===== src/rtl/nibble_serial_adder_pkg.sv =====
// Shared definitions for the nibble-serial wide adder.
// Contents: the FSM state encoding and the width of one datapath slice.
package nibble_serial_adder_pkg;

  localparam int unsigned NIBBLE_W = 4;

  typedef enum logic [1:0] {
    IDLE = 2'd0,
    RUN  = 2'd1,
    DONE = 2'd2
  } state_t;

endpackage


===== src/rtl/nibble_serial_adder_if.sv =====
// Request/result bundle between a requester and the nibble-serial adder.
// master: drives start, a, b, c_in; observes busy, done, sum, c_out.
// slave : the adder side (mirror of master).
interface nibble_serial_adder_if #(
  parameter int unsigned NIBBLES = 4
);
  import nibble_serial_adder_pkg::*;

  localparam int unsigned W = NIBBLE_W * NIBBLES;

  logic         start;
  logic [W-1:0] a;
  logic [W-1:0] b;
  logic         c_in;
  logic         busy;
  logic         done;
  logic [W-1:0] sum;
  logic         c_out;

  modport master (
    output start, a, b, c_in,
    input  busy, done, sum, c_out
  );

  modport slave (
    input  start, a, b, c_in,
    output busy, done, sum, c_out
  );

endinterface


===== src/rtl/four_bits_full_adder.sv =====
// Existing 4-bit ripple adder slice, used as-is by the serial adder.
// Ports: a, b (4-bit operands), c_in (carry in) -> sum (4-bit), c_out.
module four_bits_full_adder (
  input  logic [3:0] a,
  input  logic [3:0] b,
  input  logic       c_in,
  output logic [3:0] sum,
  output logic       c_out
);

  assign {c_out, sum} = {1'b0, a} + {1'b0, b} + 5'(c_in);

endmodule


===== src/rtl/nibble_serial_adder.sv =====
// Wide adder that feeds one 4-bit adder slice a nibble per clock, LSB first,
// with the carry held in a register between nibbles.
// Ports: clk, rst_n (synchronous, active low), bus (slave side of
// nibble_serial_adder_if: start/a/b/c_in in, busy/done/sum/c_out out).
module nibble_serial_adder
  import nibble_serial_adder_pkg::*;
#(
  parameter int unsigned NIBBLES = 4
) (
  input  logic                 clk,
  input  logic                 rst_n,
  nibble_serial_adder_if.slave bus
);

  localparam int unsigned W     = NIBBLE_W * NIBBLES;
  localparam int unsigned IDX_W = $clog2(NIBBLES);
  localparam logic [IDX_W-1:0] LAST_IDX = IDX_W'(NIBBLES - 1);

  state_t state;
  state_t next_state;

  logic             busy_q;
  logic             done_q;
  logic             busy_d;
  logic             done_d;
  logic             accept_c;
  logic [W-1:0]     a_q;
  logic [W-1:0]     b_q;
  logic [W-1:0]     sum_q;
  logic             carry_q;
  logic             c_out_q;
  logic [IDX_W-1:0] idx_q;

  logic [NIBBLE_W-1:0] add_a_c;
  logic [NIBBLE_W-1:0] add_b_c;
  logic [NIBBLE_W-1:0] add_sum_c;
  logic                add_co_c;

  // State register plus registered status outputs.
  always_ff @(posedge clk) begin
    if (!rst_n) begin
      state  <= IDLE;
      busy_q <= 1'b0;
      done_q <= 1'b0;
    end else begin
      state  <= next_state;
      busy_q <= busy_d;
      done_q <= done_d;
    end
  end

  // Next state; a new request is taken in IDLE or in the DONE cycle.
  always_comb begin
    next_state = state;
    accept_c   = 1'b0;
    case (state)
      IDLE: begin
        if (bus.start) begin
          accept_c   = 1'b1;
          next_state = RUN;
        end
      end
      RUN: begin
        if (idx_q == LAST_IDX) next_state = DONE;
      end
      DONE: begin
        if (bus.start) begin
          accept_c   = 1'b1;
          next_state = RUN;
        end else begin
          next_state = IDLE;
        end
      end
      default: next_state = IDLE;
    endcase
    busy_d = (next_state == RUN);
    done_d = (next_state == DONE);
  end

  // Select the current nibble of each operand for the slice.
  always_comb begin
    add_a_c = '0;
    add_b_c = '0;
    for (int i = 0; i < int'(NIBBLES); i++) begin
      if (idx_q == IDX_W'(i)) begin
        add_a_c = a_q[i*NIBBLE_W +: NIBBLE_W];
        add_b_c = b_q[i*NIBBLE_W +: NIBBLE_W];
      end
    end
  end

  four_bits_full_adder u_slice (
    .a     (add_a_c),
    .b     (add_b_c),
    .c_in  (carry_q),
    .sum   (add_sum_c),
    .c_out (add_co_c)
  );

  // Operand capture, carry chaining and result assembly.
  always_ff @(posedge clk) begin
    if (!rst_n) begin
      a_q     <= '0;
      b_q     <= '0;
      sum_q   <= '0;
      carry_q <= 1'b0;
      c_out_q <= 1'b0;
      idx_q   <= '0;
    end else if (accept_c) begin
      a_q     <= bus.a;
      b_q     <= bus.b;
      carry_q <= bus.c_in;
      sum_q   <= '0;
      c_out_q <= 1'b0;
      idx_q   <= '0;
    end else if (state == RUN) begin
      for (int i = 0; i < int'(NIBBLES); i++) begin
        if (idx_q == IDX_W'(i)) sum_q[i*NIBBLE_W +: NIBBLE_W] <= add_sum_c;
      end
      carry_q <= add_co_c;
      if (idx_q == LAST_IDX) begin
        c_out_q <= add_co_c;
        idx_q   <= '0;
      end else begin
        idx_q <= idx_q + IDX_W'(1);
      end
    end
  end

  assign bus.busy  = busy_q;
  assign bus.done  = done_q;
  assign bus.sum   = sum_q;
  assign bus.c_out = c_out_q;

endmodule


===== src/flat_wrapper.sv =====
// flat-port wrapper written by rule: the top's interface ports become plain ports
module nibble_serial_adder_flat import nibble_serial_adder_pkg::*;
#(
  parameter int unsigned NIBBLES = 4
)
  (clk, rst_n, bus_start, bus_a, bus_b, bus_c_in, bus_busy, bus_done, bus_sum, bus_c_out);
  nibble_serial_adder_if #(.NIBBLES(NIBBLES)) bus_i ();
  input  logic clk;
  input  logic rst_n;
  input wire logic [$bits(bus_i.start)-1:0] bus_start;
  input wire logic [$bits(bus_i.a)-1:0] bus_a;
  input wire logic [$bits(bus_i.b)-1:0] bus_b;
  input wire logic [$bits(bus_i.c_in)-1:0] bus_c_in;
  output wire logic [$bits(bus_i.busy)-1:0] bus_busy;
  output wire logic [$bits(bus_i.done)-1:0] bus_done;
  output wire logic [$bits(bus_i.sum)-1:0] bus_sum;
  output wire logic [$bits(bus_i.c_out)-1:0] bus_c_out;
  assign bus_i.start = bus_start;
  assign bus_i.a = bus_a;
  assign bus_i.b = bus_b;
  assign bus_i.c_in = bus_c_in;
  assign bus_busy = bus_i.busy;
  assign bus_done = bus_i.done;
  assign bus_sum = bus_i.sum;
  assign bus_c_out = bus_i.c_out;
  nibble_serial_adder #(.NIBBLES(NIBBLES)) u_core (.clk(clk), .rst_n(rst_n), .bus(bus_i));
endmodule

===== config.mk =====
export PLATFORM = sky130hd
export DESIGN_NAME = nibble_serial_adder_flat
export DESIGN_NICKNAME = d
export VERILOG_FILES = /design/src/rtl/nibble_serial_adder_pkg.sv /design/src/rtl/nibble_serial_adder_if.sv /design/src/rtl/four_bits_full_adder.sv /design/src/rtl/nibble_serial_adder.sv /design/src/flat_wrapper.sv
export SDC_FILE = /design/constraint.sdc
export NUM_CORES = 1
export LEC_CHECK = 0
export CORE_UTILIZATION = 50
export CTS_BUF_LIST = sky130_fd_sc_hd__clkbuf_4 sky130_fd_sc_hd__clkbuf_8
export CTS_CLUSTER_DIAMETER = 120
export DETAILED_ROUTE_END_ITERATION = 16
export PLACE_DENSITY = 0.79
export SLEW_MARGIN = 10
export SYNTH_ARGS = -nofsm -noshare
export SYNTH_HDL_FRONTEND = slang
export SYNTH_SLANG_ARGS = --single-unit

===== constraint.sdc =====
create_clock -name clk -period 5.1 [get_ports clk]
set_input_delay 1.275 -clock clk [delete_from_list [all_inputs] [get_ports clk]]
set_output_delay 1.275 -clock clk [all_outputs]
set_load 0.02 [all_outputs]

[After elaboration in Yosys (flattened, before gate mapping)]
Cells that the tools add are included.
W data, S select, Z words.
Cells by class
  $add $sub $neg: 3
  equality and inequality tests: 7
  muxes and demuxes: 17
  bitwise logic cells: 1
  reductions and logical operators: 9
Operators with widths (number)
  $mux W4: 8
  $eq A2 B2 Y1 const B: 4
  $reduce_and A2 Y1: 4
  $eq A2 B1 Y1 const B: 3
  $mux W2: 3
  $pmux W2 S3: 1
  $add A4 B4 Y5: 1
  $add A5 B1 Y5: 1
  $mux W1: 5
  $logic_not A2 Y1: 2
  $reduce_or A2 Y1: 2
  $add A2 B1 Y2 const B: 1
  $reduce_bool A2 Y1: 1
  $not A1 Y1: 1
Word-level totals
  flip-flop bits (word level): 56
  bits of input ports: 36
  output and inout bits: 19
  word-level logic and storage cells: 49

[Depth between registers and ports, before layout]
Gate-level depths: netlist of run 1.
  depth after elaboration: 9
  mapped depth: 11

[By module]
Synthesis of run 1 repeated with hierarchy kept, for this count alone.
Unflattened totals
  cells, all modules: 282
  area, all modules: 2426.1 um^2
Modules (own cells, without submodules)
  nibble_serial_adder: instances 1, cells an instance 266, area each 2282.2 um^2, seq. area each 1121.1 um^2
  four_bits_full_adder: instances 1, cells an instance 16, area each 143.9 um^2, seq. area each 0.0 um^2

[Worst setup path after synthesis of run 1]
Ideal clock, no wire load.
  path kind: register to register
  from: reg u_core.idx_q[0]
  to: reg u_core.carry_q
  library setup time: 0.128 ns
  data arrival time: 2.466 ns
  data required time: 4.972 ns
  slack: 2.507 ns
  cell stages (with the launch flop): 12
  buffers on the path: 1
  clock period less this slack: 2.593 ns
  cells stage by stage: dfxtp_1 -> inv_1 -> ha_1 -> clkbuf_1 -> a21oi_1 -> o21ai_0 -> a22o_1 -> fa_1 -> fa_1 -> a21o_1 -> a21oi_1 -> o211ai_1
On the way
  longest elaborated chain between the ends: 9
  elaborated cells between the ends (all ways): 16
  classes of those cells: 2 x add/sub; 3 x eq/ne; 10 x mux; 1 x reduce/logical
Ends and longest elaborated chain
  start, declared: line nibble_serial_adder.sv:32  | logic [IDX_W-1:0] idx_q;
  start signal, assigned: line nibble_serial_adder.sv:125  | idx_q <= idx_q + IDX_W'(1);
  $logic_not A2 Y1: line nibble_serial_adder.sv:85  | if (idx_q == IDX_W'(i)) begin
  $mux W4 (4 in a row): line nibble_serial_adder.sv:85
  $add A4 B4 Y5 (*): line four_bits_full_adder.sv:11  | assign {c_out, sum} = {1'b0, a} + {1'b0, b} + 5'(c_in);
  $add A5 B1 Y5 (*): line four_bits_full_adder.sv:11
  $mux W1 (*): line nibble_serial_adder.sv:116  | end else if (state == RUN) begin
  $mux W1 (*): line nibble_serial_adder.sv:109  | end else if (accept_c) begin
  end signal, assigned: line nibble_serial_adder.sv:112  | carry_q <= bus.c_in;
  end signal, assigned: line nibble_serial_adder.sv:120  | carry_q <= add_co_c;
  end, declared: line nibble_serial_adder.sv:30  | logic carry_q;
Mark *: on every way between the ends. The rest lies on a longest branch, timed or not. The select of a mux whose other input is x is not followed.
A chain may end at the register's enable or synchronous reset.

[Final worst setup path of run 1]
  from: reg u_core.idx_q[0]
  to: reg u_core.sum_q[6], in the netlist u_core.bus.sum[6]
On the way
  longest elaborated chain between the ends: 7
  elaborated cells between the ends (all ways): 15
  classes of those cells: 2 x add/sub; 3 x eq/ne; 8 x mux; 2 x reduce/logical
Ends and longest elaborated chain
  $logic_not A2 Y1: line nibble_serial_adder.sv:85
  $mux W4 (4 in a row): line nibble_serial_adder.sv:85
  $add A4 B4 Y5: line four_bits_full_adder.sv:11
  $add A5 B1 Y5: line four_bits_full_adder.sv:11
  end signal, assigned by index: line nibble_serial_adder.sv:118  | if (idx_q == IDX_W'(i)) sum_q[i*NIBBLE_W +: NIBBLE_W] <= add_sum_c;
  end, declared: line nibble_serial_adder.sv:29  | logic [W-1:0] sum_q;
Several ways; a longest one is shown, not always the timed one.

==> out/qor.yml, run 1 <==
clocking:
  clock_tree.root_cell: "clkbuf_8"
  cts_tree: "done"
  clk_latency_ns: 0.31
  clock_path_buffers: 2
  htree_levels: 2
  cts_resized: 0
  hold_buffers: 0
  clock_sinks: 56
  numCtsBuffers: 5
  postCtsSetupRepairBufs: 0
  clk_pin_slew_ns: 0.10
critical_path:
  critical_path_arrival_ns: 3.34
  max_stage_delay_ns: 0.49
  critical_path.reg2reg.startpoint: "u_core.idx_q[0]$_SDFFE_PP0N_"
  crit_fanout: 23
  path_delay_family: "adder cells"
  r2r_slack_ns: 1.92
  path_buf_inv: 1
  required_ns: 5.26
  r2r_end: "u_core.bus.sum[6]$_SDFFE_PP0P_"
  path_common_cell: "fa_1"
  crit_type: "reg -> reg"
  startpoint_type: "flop"
  cp_slowest_cell: "ha_1"
  crit_chain: "inv_1, ha_1, a21oi_1, o21ai_0, a22o_1, fa_1, fa_1, xnor2_1, a311oi_1"
  end_kind: "flop"
  reg2reg_depth: 9
logic_synthesis:
  yosysWarnings: 0
  avgSynthCellArea_um2: 8.45
  synth_ff_type: "dfxtp_1"
  synth.distinct_cells: 39
  synthCells: 323
  synth.net_count: 368
  ys_ff_latch: 56
  syn-cell-area_mm2: 0.00273
  synthArstFlopShare_pct: 0
  synth_enable_flop_cells: 0
  ys_seq_area_share_pct: 41.1
drt:
  ant_nets: 0
  drt_first_pass_iters: 4
  vias: 2299
  detail_route.wl_per_cell_um: 13.2
  drt_iter0_drc: 132
  vias_per_cell: 5.35
  finalWirelength_um: 5690
  drc: 0
global_routing:
  grt_max_degree: 48
  grt.total_usage_pct: 22.2
  grt_first_pass_wirelength_um: 9570
  grt_pass1_vias: 2026
  antenna_found_initial: 0
  grt_overflow: 0
finish:
  fin_area_mm2: 0.00330
  instances_no_fill: 430
  diodes: 0
  nNetsFinal: 404
  syn_to_final_growth_pct: 20.9
  drive_above_1_share_pct: 4.72
  n_fill_cell: 455
die:
  core-area_mm2: 0.00517
  die_area_mm2: 0.00576
  die_w_um: 75.9
  ios: 55
  row_count: 26
  fp.dieH_um: 75.9
  initial_core_util_pct: 52.8
power_and_ir_drop:
  pwr-share-seq_pct: 52.2
  sw_frac_of_total_pct: 25.1
  pwr-share-clk_pct: 32.5
  vdd_drop_max_v: 0.000161
  combPwrFrac_pct: 15.3
  p_per_area_mw_per_mm2: 272
  netSwitchingPower_uw: 226
  power.internal_uw: 672
  leakage_uw: 0.00119
timing:
  finalHoldViolations: 0
  finalSetupTns_ns: 0
  fin_skew_ns: 0.00892
  final.period_utilization_pct: 62.4
  finalWorstPathRequiredPeriod_ns: 3.18
  fmax_mhz: 314
  max_slew_margin_pct: 45.4
  slew_violations: 0
  finalSetupViolCount: 0
  tightest_slew_ns: 0.818
  rsz0062_at_grt: "false"
flow_run:
  maxCapViolCount: 0
placed_design:
  portBuffers: 54
  place_area_mm2: 0.00319
  dpl.hpwl_um: 3860
  placed_cells: 422
  gp_congestion: 0.826
worst_hold_path:
  hp-start: "u_core.a_q[9]$_SDFFE_PN0P_"
  hold_end: "u_core.a_q[9]$_SDFFE_PN0P_"
  hold_class: "reg -> reg"
  holdPathStages: 2
outcome:
  outcome: "finished clean"
kinds of logic after synthesis:
group / Yosys count / synth area share, %
simple gates: 126 / 22.5
fa+ha+maj: 9 / 4.67
flops: 56 / 41.1
buf+inv: 36 / 7.88
mux: 2 / 0.733
compound gates: 93 / 22.9
xor+xnor: 1 / 0.321
placed cells by master, fill, tap and decap left out, types with 2 or more instances in the layout:
cell             count
clkbuf_8             5
a21oi_1             28
nand4_1              8
inv_1               10
nand3b_1             3
a211oi_1             2
nor2_1               4
clkdlybuf4s50_1     54
ha_1                 7
nand3_1              7
o21ai_0              9
dfxtp_1             56
a21o_1               2
and2_1               8
fa_1                 2
a21boi_0            26
a311oi_1             3
a22o_1               8
o2111ai_1            4
nand2_1             83
and4bb_2             3
a21boi_1             6
o211ai_1             5
mux2i_1              2
sequential cells by signal (all words and copies together) (netlist names):
signal            count
u_core.a_q           16
u_core.b_q           16
u_core.bus.sum       16
u_core.idx_q          2
u_core.state          2
u_core.bus.busy       1
u_core.bus.c_out      1
u_core.bus.done       1
u_core.carry_q        1
synthesized netlist by cell type (all sizes together), types with 4 or more instances:
library cell | n | area (um2)
a21boi | 32 | 240
ha | 7 | 87.6
dfxtp | 56 | 1120
nand4 | 8 | 50.1
clkbuf | 9 | 43.8
nand3 | 7 | 35.0
nor2 | 4 | 15.0
o21ai | 9 | 45.0
o2111ai | 4 | 35.0
buf | 17 | 134
and2 | 8 | 50.1
a22o | 8 | 70.1
a21oi | 28 | 140
inv | 10 | 37.5
nand2 | 83 | 312
o211ai | 5 | 37.5
worst reg2reg max path, delay by kind of cell (launching register included):
kind	cells	cell delay (ns)
xor gates and xnor gates	1	0.40
AOI/OAI and AO/OA	4	0.77
buffers and inverters	1	0.10
DFF	1	0.42
adders and majority gates	3	1.34
power by group through the flow:
stage          Clock, uW  Combinational [uW]  Sequential, uW
2_1_floorplan          0                95.1             478
3_3_place_gp           0                 135             479
3_5_place_dp           0                 138             479
4_1_cts              296                 139             469
5_1_grt              316                 155             471
6_report             292                 138             469
per-stage QoR:
| stage | power, uW | worst slack (ns) | hold slack [ns] | util, % |
|---|---|---|---|---|
| 4_1_cts | 903 | 1.92 | 0.458 | 63.8 |
| 3_3_place_gp | 614 | 1.82 | 0.442 | 61.6 |
| 6_report | 898 | 1.92 | 0.458 | 63.8 |
| 3_5_place_dp | 617 | 1.77 | 0.446 | 61.6 |
| 5_1_grt | 943 | 1.64 | 0.470 | 63.8 |
| 2_1_floorplan | 573 | 2.51 | 0.435 | - |
per-layer routing:
metal  GRT usage (%)  vias to the layer above  share of wire [%]
met4            8.02                        0                1.6
met2            35.4                       67                 47
li1                -                     1177                  -
met5               0                        -                  0
met1            29.5                     1049                 46
met3            4.89                        6                5.3
how the worst max path moves through the flow:
stage	end	depth (start not counted)	slack (ns)	from
after floorplan	u_core.carry_q$_SDFFE_PN0P_	11	2.51	u_core.idx_q[0]$_SDFFE_PP0N_
after global placement	u_core.bus.sum[2]$_SDFFE_PP0P_	4	1.82	bus_start
after detailed placement	u_core.bus.sum[10]$_SDFFE_PP0P_	4	1.77	bus_start
after CTS	u_core.bus.sum[6]$_SDFFE_PP0P_	7	1.92	u_core.idx_q[0]$_SDFFE_PP0N_
after global routing	u_core.bus.sum[2]$_SDFFE_PP0P_	8	1.64	u_core.idx_q[1]$_SDFFE_PP0N_
final	u_core.bus.sum[6]$_SDFFE_PP0P_	9	1.92	u_core.idx_q[0]$_SDFFE_PP0N_
final cells by class:
cell class                      count  area, um2  share of cell area, %
Clock buffer                        6       76.3                   2.31
Clock inverter                      2       35.0                   1.06
Inverter                           10       37.5                   1.14
Multi-Input combinational cell    231       1390                   42.2
Sequential cell                    56       1120                   34.0
Tap cell                           70       87.6                   2.65
Timing Repair Buffer               55        548                   16.6
(Power assumes the default switching activity.)
==> run 2, diff against run 1 <==
==> constraint.sdc (replaced) <==
create_clock -name clk -period 3.3 [get_ports clk]
set_input_delay 0.825 -clock clk [delete_from_list [all_inputs] [get_ports clk]]
set_output_delay 0.825 -clock clk [all_outputs]
set_load 0.02 [all_outputs]
==> run 2 against run 1 <==
  * Cell area increased by 0.57%
  * Utilization increased by 0.36 points
  * Via count increased by 3.4%
==> out/qor.yml, run 2 (synthesized netlist as in run 1, its figures left out) <==
drt:
  drc: 0  # unchanged
  vias_per_cell: 5.47  # was 5.35
  detail_route.wl_per_cell_um: 13.8  # was 13.2 um
  finalWirelength_um: 5980  # was 5690 um
  ant_nets: 0  # unchanged
  drt_first_pass_iters: 4  # unchanged
  drt_iter0_drc: 132  # unchanged
  vias: 2378  # was 2,299
timing:
  fin_skew_ns: 0.00473  # was 0.00892 ns
  final.period_utilization_pct: 84.8  # was 62.4%
  tightest_slew_ns: 0.607  # was 0.818 ns
  finalWorstPathRequiredPeriod_ns: 2.80  # was 3.18 ns
  max_slew_margin_pct: 59.6  # was 45.4%
  finalSetupViolCount: 0  # unchanged
  slew_violations: 0  # unchanged
  fmax_mhz: 357  # was 314 MHz
  finalSetupTns_ns: 0  # unchanged
  finalHoldViolations: 0  # unchanged
  rsz0062_at_grt: "false"  # unchanged
die:
  ios: 55  # unchanged
  row_count: 26  # unchanged
  die_w_um: 75.9  # unchanged
  initial_core_util_pct: 52.8  # unchanged
  fp.dieH_um: 75.9  # unchanged
  core-area_mm2: 0.00517  # unchanged
  die_area_mm2: 0.00576  # unchanged
critical_path:
  crit_chain: "inv_1, ha_1, nand2_1, o21ai_0, a22o_1, fa_1, fa_1, xnor2_1, a311oi_1"  # was inv_1, ha_1, a21oi_1, o21ai_0, a22o_1, fa_1, fa_1, xnor2_1, a311oi_1
  max_stage_delay_ns: 0.43  # was 0.49 ns
  startpoint_type: "flop"  # unchanged
  end_kind: "flop"  # unchanged
  required_ns: 3.47  # was 5.26 ns
  crit_fanout: 15  # was 23
  crit_type: "reg -> reg"  # unchanged
  critical_path_arrival_ns: 2.97  # was 3.34 ns
  cp_slowest_cell: "fa_1"  # was ha_1
  path_common_cell: "fa_1"  # unchanged
power_and_ir_drop:
  vdd_drop_max_v: 0.000237  # was 0.000161 V
  leakage_uw: 0.00120  # was 0.00119 uW
  p_per_area_mw_per_mm2: 401  # was 272 mW/mm2
clocking:
  cts_tree: "done"  # unchanged
  cts_resized: 0  # unchanged
  clk_pin_slew_ns: 0.10  # about the same
  postCtsSetupRepairBufs: 0  # unchanged
  numCtsBuffers: 5  # unchanged
  hold_buffers: 0  # unchanged
  htree_levels: 2  # unchanged
  clock_tree.root_cell: "clkbuf_8"  # unchanged
  clock_sinks: 56  # unchanged
  clk_latency_ns: 0.31  # about the same
  clock_path_buffers: 2  # unchanged
finish:
  fin_area_mm2: 0.00332  # was 0.00330 mm2
  instances_no_fill: 435  # was 430
  syn_to_final_growth_pct: 21.5  # was 20.9%
  layout_common_cells: "83 x nand2_1, 56 x dfxtp_1, 54 x clkdlybuf4s50_1, 28 x a21oi_1, 26 x a21boi_0"  # unchanged
  final_common_cell: "nand2_1"  # unchanged
  diodes: 0  # unchanged
  n_fill_cell: 471  # was 455
  final_util_pct: 64.2  # was 63.8%
  drive_above_1_share_pct: 6.03  # was 4.72%
  nNetsFinal: 409  # was 404
placed_design:
  placed_cells: 427  # was 422
  gp_congestion: 0.805  # was 0.826
  dpl.hpwl_um: 4240  # was 3860 um
  place_area_mm2: 0.00323  # was 0.00319 mm2
  portBuffers: 54  # unchanged
global_routing:
  antenna_found_initial: 0  # unchanged
  grt_max_degree: 34  # was 48
  grt_first_pass_wirelength_um: 9880  # was 9570 um
  grt.total_usage_pct: 22.9  # was 22.2%
  grt_pass1_vias: 2074  # was 2,026
  grt_overflow: 0  # unchanged
worst_hold_path:
  hold_class: "reg -> reg"  # unchanged
flow_run:
  maxCapViolCount: 0  # unchanged
outcome:
  outcome: "finished clean"  # unchanged
-- run 2: cell count changes in the layout (fill, tap and decap cells not counted) --
cell / before / now
buf_4: 1 / 6
bufinv_16: 1 / 0
clkbuf_4: 1 / 0
clkbuf_8: 5 / 6
clkinv_2: 1 / 2
-- run 2: path summary, 6_finish.rpt --
kind,slack (ns),depth (start not counted),endpoint,startpoint
setup / recovery,0.50,9,u_core.bus.sum[10]$_SDFFE_PP0P_,u_core.idx_q[0]$_SDFFE_PP0N_
hold / removal,0.46,2,u_core.bus.sum[0]$_SDFFE_PP0P_,u_core.bus.sum[0]$_SDFFE_PP0P_
setup reg to reg,0.50,9,u_core.bus.sum[10]$_SDFFE_PP0P_,u_core.idx_q[0]$_SDFFE_PP0N_
hold reg to reg,0.46,2,u_core.bus.sum[0]$_SDFFE_PP0P_,u_core.bus.sum[0]$_SDFFE_PP0P_
-- run 2: metrics by stage --
stage / hold slack [ns] / power (uW) / worst slack, ns
after detailed placement: 0.447 / 959 / 0.550
after CTS: 0.461 / 1340 / 0.514
final: 0.461 / 1330 / 0.500
after floorplan: 0.435 / 886 / 0.707
after global placement: 0.441 / 954 / 0.656
after global routing: 0.485 / 1400 / 0.335
-- run 2: layout make-up --
class | count | area (um2) | area share (%)
multi-input cells | 231 | 1390 | 42.0
flip-flops and latches | 56 | 1120 | 33.8
repair buffers | 60 | 586 | 17.6
well taps | 70 | 87.6 | 2.64
clock buffers | 6 | 82.6 | 2.49
inverters | 10 | 37.5 | 1.13
clock inverters | 2 | 10.0 | 0.302
-- run 2: per-layer routing --
layer | global-route usage [%] | part of all wire [%] | up-vias
met1 | 31.0 | 49 | 1094
met5 | 0 | 0 | -
li1 | - | - | 1196
met3 | 4.76 | 4.1 | 9
met4 | 6.58 | 1.5 | 0
met2 | 36.9 | 45 | 79
-- run 2: critical path, delay by kind of cell, from the launching register on --
| family | cells | cell delay [ns] |
|---|---|---|
| compound gates | 3 | 0.44 |
| xor+xnor | 1 | 0.34 |
| fa+ha+maj | 3 | 1.25 |
| buf+inv | 1 | 0.08 |
| flops | 1 | 0.40 |
| simple gates | 1 | 0.15 |
-- run 2: power breakdown --
part / internal, uW / leakage (uW) / switching, uW / total [uW]
Sequential: 706 / 0.000457 / 21.4 / 727
Clock: 168 / 0.0000510 / 218 / 386
Combinational: 102 / 0.000696 / 116 / 218
==> run 3, diff against run 2 <==
--- a/config.mk
+++ b/config.mk
@@ -5,7 +5,7 @@
 export SDC_FILE = /design/constraint.sdc
 export NUM_CORES = 1
 export LEC_CHECK = 0
-export CORE_UTILIZATION = 50
+export CORE_UTILIZATION = 48
 export CTS_BUF_LIST = sky130_fd_sc_hd__clkbuf_4 sky130_fd_sc_hd__clkbuf_8
 export CTS_CLUSTER_DIAMETER = 120
 export DETAILED_ROUTE_END_ITERATION = 16
==> constraint.sdc (replaced) <==
create_clock -name clk -period 2.31 [get_ports clk]
set_input_delay 0.5775 -clock clk [delete_from_list [all_inputs] [get_ports clk]]
set_output_delay 0.5775 -clock clk [all_outputs]
set_load 0.02 [all_outputs]
==> run 3 against run 2 <==
  * The run now ends with setup timing left
  * Clock power rose by 65%
  * Die area grew 4.0%
  * Total power increased by 53%
  * Utilization increased by 0.27 points
  * Global-route usage decreased by 1.0 points
  * Setup slack worse by 0.54 ns
  * Maximum frequency increased by 19%
  * Critical path depth grew 1
  * Non-clock buffer count increased by 12
  * Sequential power is 43% higher
  * Critical endpoint is now u_core.bus.c_out$_SDFFE_PP0P_
==> out/qor.yml, run 3 (synthesized netlist as in run 1, its figures left out) <==
timing:
  rsz0062_at_grt: "true"  # was false
  finalHoldViolations: 0  # unchanged
  slew_violations: 0  # unchanged
  tightest_slew_ns: 0.551  # was 0.607 ns
  finalSetupViolCount: 2  # was 0
  fin_skew_ns: 0.00434  # was 0.00473 ns
  final.period_utilization_pct: 102  # was 84.8%
  finalWorstPathRequiredPeriod_ns: 2.35  # was 2.80 ns
  fmax_mhz: 426  # was 357 MHz
  finalSetupTns_ns: -0.0761  # was 0 ns
  hold_ws_ns: 0.458  # was 0.461 ns
  max_slew_margin_pct: 63.2  # was 59.6%
  fin_ws_ns: -0.0388  # was 0.500 ns
finish:
  fin_area_mm2: 0.00355  # was 0.00332 mm2
  final_common_cell: "nand2_1"  # unchanged
  n_fill_cell: 483  # was 471
  seq_area_mm2: 0.00113  # was 0.00112 mm2
  syn_to_final_growth_pct: 29.9  # was 21.5%
  layout_common_cells: "83 x nand2_1, 54 x clkdlybuf4s50_1, 54 x dfxtp_1, 26 x a21boi_0, 22 x a21oi_1"  # was 83 x nand2_1, 56 x dfxtp_1, 54 x clkdlybuf4s50_1, 28 x a21oi_1, 26 x a21boi_0
  multi_input_area_mm2: 0.00149  # was 0.00139 mm2
  nNetsFinal: 421  # was 409
  instances_no_fill: 449  # was 435
  drive_above_1_share_pct: 14.6  # was 6.03%
  diodes: 0  # unchanged
die:
  ios: 55  # unchanged
  die_w_um: 77.4  # was 75.9 um
  core-area_mm2: 0.00551  # was 0.00517 mm2
  initial_core_util_pct: 49.6  # was 52.8%
  die_area_mm2: 0.00599  # was 0.00576 mm2
  row_count: 27  # was 26
  fp.dieH_um: 77.4  # was 75.9 um
global_routing:
  grt_max_degree: 30  # was 34
  grt_pass1_vias: 2205  # was 2,074
  grt_first_pass_wirelength_um: 10400  # was 9880 um
  antenna_found_initial: 0  # unchanged
  grt_overflow: 0  # unchanged
  grt.total_usage_pct: 21.9  # was 22.9%
critical_path:
  critical_path.reg2reg.startpoint: "u_core.idx_q[1]$_SDFFE_PP0N_"  # was u_core.idx_q[0]$_SDFFE_PP0N_
  crit_chain: "inv_4, ha_4, a21oi_2, o21ai_1, a22o_1, fa_2, fa_2, a21o_1, a21oi_2, a211oi_2"  # was inv_1, ha_1, nand2_1, o21ai_0, a22o_1, fa_1, fa_1, xnor2_1, a311oi_1
  end_kind: "flop"  # unchanged
  cp-startpoint: "u_core.idx_q[1]$_SDFFE_PP0N_"  # was u_core.idx_q[0]$_SDFFE_PP0N_
  critical_path_arrival_ns: 2.53  # was 2.97 ns
  crit_fanout: 8  # was 15
  required_ns: 2.50  # was 3.47 ns
  crit_type: "reg -> reg"  # unchanged
  r2r_slack_ns: -0.04  # was 0.50 ns
  max_stage_delay_ns: 0.40  # was 0.43 ns
  cp_slowest_cell: "dfxtp_4"  # was fa_1
  startpoint_type: "flop"  # unchanged
  r2r_end: "u_core.bus.c_out$_SDFFE_PP0P_"  # was u_core.bus.sum[10]$_SDFFE_PP0P_
  reg2reg_depth: 10  # was 9
clocking:
  htree_levels: 2  # unchanged
  clk_latency_ns: 0.31  # about the same
  numCtsBuffers: 5  # unchanged
  clock_sinks: 56  # unchanged
  cts_tree: "done"  # unchanged
  clk_pin_slew_ns: 0.09  # was 0.10 ns
  clock_path_buffers: 2  # unchanged
  clock_tree.root_cell: "clkbuf_8"  # unchanged
placed_design:
  dpl.hpwl_um: 4520  # was 4240 um
  place_area_mm2: 0.00336  # was 0.00323 mm2
  gp_congestion: 0.924  # was 0.805
  pre_cts_slack_ns: -0.104  # was 0.550 ns
  portBuffers: 54  # unchanged
  placed_cells: 438  # was 427
worst_hold_path:
  hp-start: "u_core.bus.sum[0]$_SDFFE_PP0P_"  # unchanged
  hold_class: "reg -> reg"  # unchanged
  hold_end: "u_core.bus.sum[0]$_SDFFE_PP0P_"  # unchanged
  holdPathStages: 2  # unchanged
power_and_ir_drop:
  p_per_area_mw_per_mm2: 573  # was 401 mW/mm2
  vdd_drop_max_v: 0.000274  # was 0.000237 V
  sw_frac_of_total_pct: 25.2  # was 26.7%
  power.internal_uw: 1520  # was 976 uW
  netSwitchingPower_uw: 513  # was 355 uW
  pwr-share-clk_pct: 31.4  # was 29.0%
  pwr-share-seq_pct: 51.2  # was 54.6%
  combPwrFrac_pct: 17.4  # was 16.4%
  leakage_uw: 0.00128  # was 0.00120 uW
drt:
  detail_route.wl_per_cell_um: 13.4  # was 13.8 um
  drc: 0  # unchanged
  drt_iter0_drc: 140  # was 132
  finalWirelength_um: 6020  # was 5980 um
  drt_first_pass_iters: 4  # unchanged
  vias: 2350  # was 2,378
  vias_per_cell: 5.23  # was 5.47
  ant_nets: 0  # unchanged
flow_run:
  maxCapViolCount: 0  # unchanged
outcome:
  violations: "setup timing"
  outcome: "finished with violations"  # was finished clean
run 3: cell count changes in the layout (fill, tap and decap cells not counted), moves of 2 or more:
cell / before / now
o21ai_1: 0 / 5
fa_1: 2 / 0
dfxtp_1: 56 / 54
ha_4: 0 / 3
dfxtp_4: 0 / 2
fa_2: 0 / 2
o21ai_0: 9 / 4
a21oi_1: 28 / 22
buf_4: 6 / 16
inv_1: 10 / 8
ha_2: 0 / 2
a21oi_2: 0 / 6
ha_1: 7 / 2
run 3: power groups by stage:
stage / sequential, uW / combinational [uW] / clock, uW
5_1_grt: 1050 / 392 / 689
3_5_place_dp: 1060 / 335 / 0
2_1_floorplan: 1060 / 219 / 0
6_report: 1040 / 354 / 638
3_3_place_gp: 1060 / 329 / 0
4_1_cts: 1040 / 342 / 647
run 3: worst max-delay path by stage:
stage / slack, ns / to
floorplan: -0.03 / u_core.carry_q$_SDFFE_PN0P_
global placement: -0.02 / u_core.bus.sum[10]$_SDFFE_PP0P_
detailed placement: -0.10 / u_core.bus.sum[2]$_SDFFE_PP0P_
CTS: -0.07 / u_core.bus.c_out$_SDFFE_PP0P_
global route: -0.15 / u_core.bus.c_out$_SDFFE_PP0P_
finish: -0.04 / u_core.bus.c_out$_SDFFE_PP0P_
run 3: metal layers:
metal,global-route usage [%],up-vias,wire length [um],share of wire [%]
met5,0,-,0,0
met4,8.68,0,93,1.5
met3,4.71,9,226,3.8
met2,35.0,62,2910,48
met1,28.8,1064,2790,46
li1,-,1215,-,-
run 3: layout make-up:
cell class | count | area share, %
clock buffer | 6 | 2.15
clock inverter | 2 | 0.988
inverter | 10 | 1.13
multi-input combinational | 231 | 41.9
sequential | 56 | 31.8
tap | 72 | 2.54
timing repair buffer | 72 | 19.5
run 3: timing repair:
action,4_1_cts,5_1_grt
gates resized for setup,4,12
pin swaps,12,6
hold buffers,0,0
endpoints found under the setup margin,13,14
buffers inserted,1,2
run 3: worst max-delay path, delay by kind of cell (launching register included):
family / cells / cell delay, ns
flops: 1 / 0.40
compound gates: 6 / 0.82
fa+ha+maj: 3 / 0.95
buf+inv: 1 / 0.05
run 3: metrics by stage:
step | total power [uW] | utilization (%)
floorplan | 1270 | -
global placement | 1390 | 61.0
detailed placement | 1400 | 61.0
CTS | 2030 | 63.5
global route | 2130 | 64.4
finish | 2030 | 64.4
